===== config.mk =====
export PLATFORM = sky130hd
export DESIGN_NAME = sdram_port_arbiter_flat
export DESIGN_NICKNAME = d
export VERILOG_FILES = /design/src/rtl/sdram_port_arbiter_if.sv /design/src/rtl/sdram_port_arbiter.sv /design/src/flat_wrapper.sv
export SDC_FILE = /design/constraint.sdc
export NUM_CORES = 1
export LEC_CHECK = 0
export CAP_MARGIN = 20
export CORE_ASPECT_RATIO = 0.6
export CORE_MARGIN = 1.5
export CORE_UTILIZATION = 35
export CTS_CLUSTER_DIAMETER = 40
export DETAILED_ROUTE_END_ITERATION = 8
export PLACE_DENSITY = 0.8
export SYNTH_ARGS = -nofsm -noshare
export SYNTH_HDL_FRONTEND = slang
export SYNTH_SLANG_ARGS = --single-unit

===== constraint.sdc =====
create_clock -name clk_sys -period 2.1 [get_ports clk_sys]
set_clock_uncertainty 0.1 [all_clocks]
set_input_delay 0.21 -clock clk_sys [delete_from_list [all_inputs] [get_ports clk_sys]]
set_output_delay 0.21 -clock clk_sys [all_outputs]
set_load 0.02 [all_outputs]

===== src/rtl/sdram_port_arbiter_if.sv =====
// rtl/sdram_port_arbiter_if.sv - requester, command and response signals between the two ports, arbiter and SDRAM controller
interface sdram_port_arbiter_if #(
    parameter int AW = 23
);
    logic          p0_req;
    logic          p1_req;
    logic          p0_we;
    logic          p1_we;
    logic [AW-1:0] p0_addr;
    logic [AW-1:0] p1_addr;
    logic [7:0]    p0_din;
    logic [7:0]    p1_din;
    logic          p0_ack;
    logic          p1_ack;
    logic [7:0]    rd_data;
    logic          mem_we;
    logic          mem_rd;
    logic [AW-1:0] mem_addr;
    logic [7:0]    mem_din;
    logic [7:0]    mem_dout;
    logic          mem_done;
    logic          timeout_err;

    modport slave (
        input  p0_req, p1_req, p0_we, p1_we, p0_addr, p1_addr, p0_din, p1_din,
        input  mem_dout, mem_done,
        output p0_ack, p1_ack, rd_data, mem_we, mem_rd, mem_addr, mem_din, timeout_err
    );

    modport master (
        output p0_req, p1_req, p0_we, p1_we, p0_addr, p1_addr, p0_din, p1_din,
        output mem_dout, mem_done,
        input  p0_ack, p1_ack, rd_data, mem_we, mem_rd, mem_addr, mem_din, timeout_err
    );
endinterface


===== src/rtl/sdram_port_arbiter.sv =====
// rtl/sdram_port_arbiter.sv - two-port byte arbiter in front of an SDRAM controller; SDRAM_ARB_ROUND_ROBIN_EN selects round-robin over fixed priority
module sdram_port_arbiter #(
    parameter int AW      = 23,
    parameter int TIMEOUT = 255
) (
    input logic                 clk_sys,
    input logic                 reset_n,
    sdram_port_arbiter_if.slave bus
);
    localparam int            CW     = $clog2(TIMEOUT + 1);
    localparam logic [CW-1:0] C_LAST = CW'(TIMEOUT - 1);

    typedef enum logic [1:0] {
        S_IDLE,
        S_ISSUE,
        S_WAIT,
        S_DONE
    } state_t;

    state_t        r_state;
    state_t        w_next;
    logic [1:0]    r_rst_sync;
    logic          w_rst_n;
    logic          r_id;
    logic [AW-1:0] r_addr;
    logic [7:0]    r_din;
    logic          r_mem_we;
    logic          r_mem_rd;
    logic [7:0]    r_rd_data;
    logic          r_timeout_err;
    logic [CW-1:0] r_cnt;
    logic          r_p0_ack;
    logic          r_p1_ack;
    logic          w_grant;
    logic          w_grant_id;
    logic          w_sel_we;
    logic [AW-1:0] w_sel_addr;
    logic [7:0]    w_sel_din;
    logic          w_last_cycle;
`ifdef SDRAM_ARB_ROUND_ROBIN_EN
    logic          r_last;
`endif

    // Reset asserts at once and releases two clk_sys edges after reset_n rises
    always_ff @(posedge clk_sys or negedge reset_n) begin
        if (!reset_n) begin
            r_rst_sync <= 2'b00;
        end else begin
            r_rst_sync <= {r_rst_sync[0], 1'b1};
        end
    end

    assign w_rst_n = r_rst_sync[1];

    // Arbitration, operand select and next-state decode
    always_comb begin
        w_grant      = 1'b0;
        w_grant_id   = 1'b0;
        w_sel_we     = 1'b0;
        w_sel_addr   = '0;
        w_sel_din    = 8'h00;
        w_last_cycle = (r_cnt == C_LAST);
        w_next       = r_state;

        // No grant while an ack is out: the acked requester still holds req in that cycle
        w_grant = (bus.p0_req | bus.p1_req) & ~(r_p0_ack | r_p1_ack);
`ifdef SDRAM_ARB_ROUND_ROBIN_EN
        if (bus.p0_req && bus.p1_req) begin
            w_grant_id = ~r_last;
        end else begin
            w_grant_id = ~bus.p0_req;
        end
`else
        w_grant_id = ~bus.p0_req;
`endif
        w_sel_we   = w_grant_id ? bus.p1_we   : bus.p0_we;
        w_sel_addr = w_grant_id ? bus.p1_addr : bus.p0_addr;
        w_sel_din  = w_grant_id ? bus.p1_din  : bus.p0_din;

        case (r_state)
            S_IDLE:  if (w_grant) w_next = S_ISSUE;
            S_ISSUE: w_next = S_WAIT;
            S_WAIT:  if (bus.mem_done || w_last_cycle) w_next = S_DONE;
            S_DONE:  w_next = S_IDLE;
            default: w_next = S_IDLE;
        endcase
    end

    // State register
    always_ff @(posedge clk_sys or negedge w_rst_n) begin
        if (!w_rst_n) begin
            r_state <= S_IDLE;
        end else begin
            r_state <= w_next;
        end
    end

    // Latched command, strobes, wait counter, read data and acks
    always_ff @(posedge clk_sys or negedge w_rst_n) begin
        if (!w_rst_n) begin
            r_id          <= 1'b0;
            r_addr        <= '0;
            r_din         <= 8'h00;
            r_mem_we      <= 1'b0;
            r_mem_rd      <= 1'b0;
            r_rd_data     <= 8'h00;
            r_timeout_err <= 1'b0;
            r_cnt         <= '0;
            r_p0_ack      <= 1'b0;
            r_p1_ack      <= 1'b0;
        end else begin
            r_mem_we <= 1'b0;
            r_mem_rd <= 1'b0;
            r_p0_ack <= 1'b0;
            r_p1_ack <= 1'b0;
            case (r_state)
                S_IDLE: begin
                    // Strobe is registered here so it is high for the single ISSUE cycle
                    if (w_grant) begin
                        r_id     <= w_grant_id;
                        r_addr   <= w_sel_addr;
                        r_din    <= w_sel_din;
                        r_mem_we <= w_sel_we;
                        r_mem_rd <= ~w_sel_we;
                    end
                end
                S_ISSUE: begin
                    r_cnt <= '0;
                end
                S_WAIT: begin
                    // mem_done beats a timeout landing in the same cycle
                    if (bus.mem_done) begin
                        r_rd_data <= bus.mem_dout;
                    end else if (w_last_cycle) begin
                        r_rd_data     <= 8'hFF;
                        r_timeout_err <= 1'b1;
                    end else if (r_cnt != {CW{1'b1}}) begin
                        r_cnt <= r_cnt + 1'b1;
                    end
                end
                S_DONE: begin
                    r_p0_ack <= ~r_id;
                    r_p1_ack <= r_id;
                end
                default: ;
            endcase
        end
    end

`ifdef SDRAM_ARB_ROUND_ROBIN_EN
    // Last-grant memory; reset value 1 hands the first contested grant to p0
    always_ff @(posedge clk_sys or negedge w_rst_n) begin
        if (!w_rst_n) begin
            r_last <= 1'b1;
        end else if (r_state == S_IDLE && w_grant) begin
            r_last <= w_grant_id;
        end
    end
`endif

    assign bus.p0_ack      = r_p0_ack;
    assign bus.p1_ack      = r_p1_ack;
    assign bus.rd_data     = r_rd_data;
    assign bus.mem_we      = r_mem_we;
    assign bus.mem_rd      = r_mem_rd;
    assign bus.mem_addr    = r_addr;
    assign bus.mem_din     = r_din;
    assign bus.timeout_err = r_timeout_err;
endmodule


===== src/flat_wrapper.sv =====
// flat-port wrapper written by rule: the top's interface ports become plain ports
module sdram_port_arbiter_flat 
#(
    parameter int AW      = 23,
    parameter int TIMEOUT = 255
)
  (clk_sys, reset_n, bus_p0_req, bus_p1_req, bus_p0_we, bus_p1_we, bus_p0_addr, bus_p1_addr, bus_p0_din, bus_p1_din, bus_mem_dout, bus_mem_done, bus_p0_ack, bus_p1_ack, bus_rd_data, bus_mem_we, bus_mem_rd, bus_mem_addr, bus_mem_din, bus_timeout_err);
  sdram_port_arbiter_if #(.AW(AW)) bus_i ();
  input logic clk_sys;
  input logic reset_n;
  input wire logic [$bits(bus_i.p0_req)-1:0] bus_p0_req;
  input wire logic [$bits(bus_i.p1_req)-1:0] bus_p1_req;
  input wire logic [$bits(bus_i.p0_we)-1:0] bus_p0_we;
  input wire logic [$bits(bus_i.p1_we)-1:0] bus_p1_we;
  input wire logic [$bits(bus_i.p0_addr)-1:0] bus_p0_addr;
  input wire logic [$bits(bus_i.p1_addr)-1:0] bus_p1_addr;
  input wire logic [$bits(bus_i.p0_din)-1:0] bus_p0_din;
  input wire logic [$bits(bus_i.p1_din)-1:0] bus_p1_din;
  input wire logic [$bits(bus_i.mem_dout)-1:0] bus_mem_dout;
  input wire logic [$bits(bus_i.mem_done)-1:0] bus_mem_done;
  output wire logic [$bits(bus_i.p0_ack)-1:0] bus_p0_ack;
  output wire logic [$bits(bus_i.p1_ack)-1:0] bus_p1_ack;
  output wire logic [$bits(bus_i.rd_data)-1:0] bus_rd_data;
  output wire logic [$bits(bus_i.mem_we)-1:0] bus_mem_we;
  output wire logic [$bits(bus_i.mem_rd)-1:0] bus_mem_rd;
  output wire logic [$bits(bus_i.mem_addr)-1:0] bus_mem_addr;
  output wire logic [$bits(bus_i.mem_din)-1:0] bus_mem_din;
  output wire logic [$bits(bus_i.timeout_err)-1:0] bus_timeout_err;
  assign bus_i.p0_req = bus_p0_req;
  assign bus_i.p1_req = bus_p1_req;
  assign bus_i.p0_we = bus_p0_we;
  assign bus_i.p1_we = bus_p1_we;
  assign bus_i.p0_addr = bus_p0_addr;
  assign bus_i.p1_addr = bus_p1_addr;
  assign bus_i.p0_din = bus_p0_din;
  assign bus_i.p1_din = bus_p1_din;
  assign bus_i.mem_dout = bus_mem_dout;
  assign bus_i.mem_done = bus_mem_done;
  assign bus_p0_ack = bus_i.p0_ack;
  assign bus_p1_ack = bus_i.p1_ack;
  assign bus_rd_data = bus_i.rd_data;
  assign bus_mem_we = bus_i.mem_we;
  assign bus_mem_rd = bus_i.mem_rd;
  assign bus_mem_addr = bus_i.mem_addr;
  assign bus_mem_din = bus_i.mem_din;
  assign bus_timeout_err = bus_i.timeout_err;
  sdram_port_arbiter #(.AW(AW), .TIMEOUT(TIMEOUT)) u_core (.clk_sys(clk_sys), .reset_n(reset_n), .bus(bus_i));
endmodule

==> out/qor.txt <==
Pre-CTS WS - 0.2548 ns
Clock Tree Buf Depth - 2
R2r setup slk - 0.34 ns
#FFs+latches synth - 57
Initial Util - 36.23%
Drt wl/cell - 13.23 um
Crit path kind - flop to flop
PostCTS Resize Cnt - 0
Initial DRC count - 95
Drt total wl - 6256 um
Area growth syn-to-layout - 62.64%
MaxCap Viol Count - 0
Fin. Hold Viols - 0
Startpoint types - flop
Hold Crit Class - flop to async pin
Routed Antenna Nets - 0
Number of fill cells - 640
Post-CTS setup buffer count - 0
DRC viols - 0
H-tree depth - 3
GPL Wtd Cong - 0.8192
Vias in the first global route - 2236
CTS clock-pin slew for the worst setup and hold paths - 0.05 ns
Highest-delay cell along the critical path - dfrtp_1
Crit path cell chain - inv_1, ha_1, and2b_1, o21ai_0, a21boi_2, mux2_2
Cell count after placement - 456
Initial DRT Pass Iterations - 4
Synthesized cell area - 0.002633 mm^2
Worst VDD drop - 546.1 uV
CTS Buf Count - 9
Total Die Area - 0.008068 mm^2
Core Util, Final - 58.92%
# diodes - 0
Via/cell ratio - 4.613
Die span in x - 115.0 um
# IOs - 121
Initial antenna violation count - 0
Largest net degree at the start of global routing - 55
Multi-input gate area - 0.001120 mm^2
Synthesis warning total - 0
Gr usage total - 16.87%
Row count - 24
Global-route wire length before repair - 10390 um
Total number of vias - 2182
WP data arrival - 1.85 ns
Syn Area/Cell - 11.01 um^2
Clk sinks - 57
Final setup viols - 0
Count of different cell masters after synthesis - 38
Worst R2R Path Depth - 6
Setup slack after layout - 0.3430 ns
P per Cell Area - 1336 mW/mm^2
Tot Pwr - 5.720 mW
Total global routing overflow - 0
Post-synthesis sequential area ratio - 54.18%
Worst-Skew Late Latency - 0.31 ns
Final period utilization - 83.67%
Root buf cell - clkbuf_16
Post-Syn Nets - 322
Post-DP HPWL - 4761 um
Post-Synthesis Cells - 239
Worst path max stage delay - 0.39 ns
Core Region - 0.007267 mm^2
Final Instance Count excl. Fillers - 473
Setup crit end kind - flop
Final #Nets - 447
Post-layout min period - 1.757 ns
Setup_tns - 0 ns
TritonCTS clock tree - built
Storage element area - 0.001428 mm^2
Die H - 70.18 um
Leak - 1.888 nW
Worst Path Required - 2.19 ns
RSZ-0062 raised after global routing - no
Status - completed
Max-slew violations - 0
Layout cells sized above 1 - 8.130%
IO Port Bufs - 120
F_max - 569.2 MHz
Maximum fanout along the worst path - 4
[report_power, final]
| group | switching, mW | internal (mW) | total, mW |
|---|---|---|---|
| combinational | 1.26 | 1.21 | 2.46 |
| sequential | 0.272 | 1.56 | 1.83 |
| clock | 0.450 | 0.976 | 1.43 |
[Yosys cell counts]
cell type  number  area share, %
dfrtp_1        57             54
nand2_1        37            5.3
o21ai_0        36            6.8
mux2i_1        32             12
buf_2           9            1.7
o22a_1          9            3.0
ha_1            6            2.9
nand3_1         5           0.95
inv_1           4           0.57
nor2_1          4           0.57
o211ai_1        4            1.1
a21oi_1         3           0.57
nor2b_1         3           0.71
o2bb2ai_1       3            1.0
clkbuf_1        2           0.29
nand4_1         2           0.48
xor2_1          2           0.67
a21boi_2        1           0.43
a21o_1          1           0.29
and2_1          1           0.24
and2_2          1           0.29
and2_4          1           0.33
and2b_1         1           0.29
and3_1          1           0.24
and4_2          1           0.38
buf_4           1           0.29
buf_6           1           0.43
conb_1          1           0.14
mux2_2          1           0.43
nand2b_1        1           0.24
nand4_2         1           0.48
nand4b_1        1           0.33
o21a_1          1           0.29
o22ai_1         1           0.24
o31ai_4         1           0.81
or2b_1          1           0.29
or3_2           1           0.29
xnor2_1         1           0.33
[layer usage]
metal  share of wire [%]  routed length, um  vias to the layer above  global-route usage, %
met5                   0                  0                        -                      0
met3                  11                719                        2                  8.854
met4                0.27                 17                        0                  4.938
li1                    -                  -                     1090                      -
met2                  46               2855                       97                  27.51
met1                  43               2664                      993                  19.32
[area by class of cell]
type / instances / share of cell area (%)
repair buffers: 127 / 30.10
clock buffers: 13 / 6.078
clock inverters: 3 / 0.9351
multi-input cells: 165 / 26.15
inverters: 4 / 0.3507
flip-flops and latches: 57 / 33.34
well taps: 104 / 3.039
[critical path: cells and delay by family (launching register included)]
kind	cells	cell delay, ns
simple gates	1	0.21
fa+ha+maj	1	0.21
flops	1	0.39
mux	1	0.35
buf+inv	1	0.08
compound gates	2	0.29
[cells by family after synthesis]
group	synth area share, %
other	0.1424
flip-flops	54.18
XOR/XNOR	0.9983
AO/OA/AOI/OAI	14.59
adder cells (fa/ha/maj)	2.852
buffers and inverters	3.279
AND/OR/NAND/NOR	11.36
multiplexers	12.60
[through the flow]
stage,cell area (um^2),hold slack (ns)
after floorplan,2633,-0.1856
after global placement,3971,0.04496
final,4282,0.04675
after detailed placement,3971,0.04792
after CTS,4282,0.05349
after global routing,4282,0.06934
[state kept, by name (all words and copies together) (netlist names)]
name / cells
u_core.bus.timeout_err: 1
u_core.r_state: 2
u_core.bus.p0_ack: 1
u_core.bus.rd_data: 8
u_core.bus.mem_we: 1
u_core.r_rst_sync: 2
u_core.bus.mem_rd: 1
u_core.bus.mem_addr: 23
u_core.r_id: 1
u_core.bus.p1_ack: 1
u_core.r_cnt: 8
u_core.bus.mem_din: 8
[cells in the final DEF, fill, tap and decap left out, types with 2 or more instances in the layout]
| cell | n |
|---|---|
| clkinv_2 | 2 |
| o211ai_1 | 4 |
| o22a_1 | 9 |
| dfrtp_1 | 56 |
| ha_1 | 6 |
| inv_1 | 4 |
| o2bb2ai_1 | 3 |
| o21ai_0 | 36 |
| mux2i_1 | 32 |
| clkbuf_1 | 2 |
| nand3_1 | 5 |
| buf_4 | 3 |
| clkbuf_16 | 9 |
| a21oi_1 | 3 |
| clkdlybuf4s50_1 | 119 |
| buf_12 | 3 |
| nand4_1 | 2 |
| nor2_1 | 4 |
| clkbuf_8 | 2 |
| xor2_1 | 2 |
| nor2b_1 | 3 |
| nand2_1 | 37 |
[worst paths after layout]
kind | startpoint | to
worst max-delay path | u_core.r_state[0] | u_core.r_state[1]
worst min-delay path | u_core.r_rst_sync[1] | u_core.bus.rd_data[7]
worst max register to register | u_core.r_state[0] | u_core.r_state[1]
worst min register to register | u_core.r_rst_sync[1] | u_core.bus.rd_data[7]
max in group asynchronous | reset_n | u_core.r_rst_sync[1]
min in group clk_sys | u_core.r_rst_sync[0] | u_core.r_rst_sync[1]
[what timing repair did]
action | 4_1_cts | 5_1_grt
endpoints found under the hold margin | 2 | 0
hold buffers | 1 | 0
endpoints found under the setup margin | 0 | 0
Note: power is estimated with default switching activity, not from simulation.
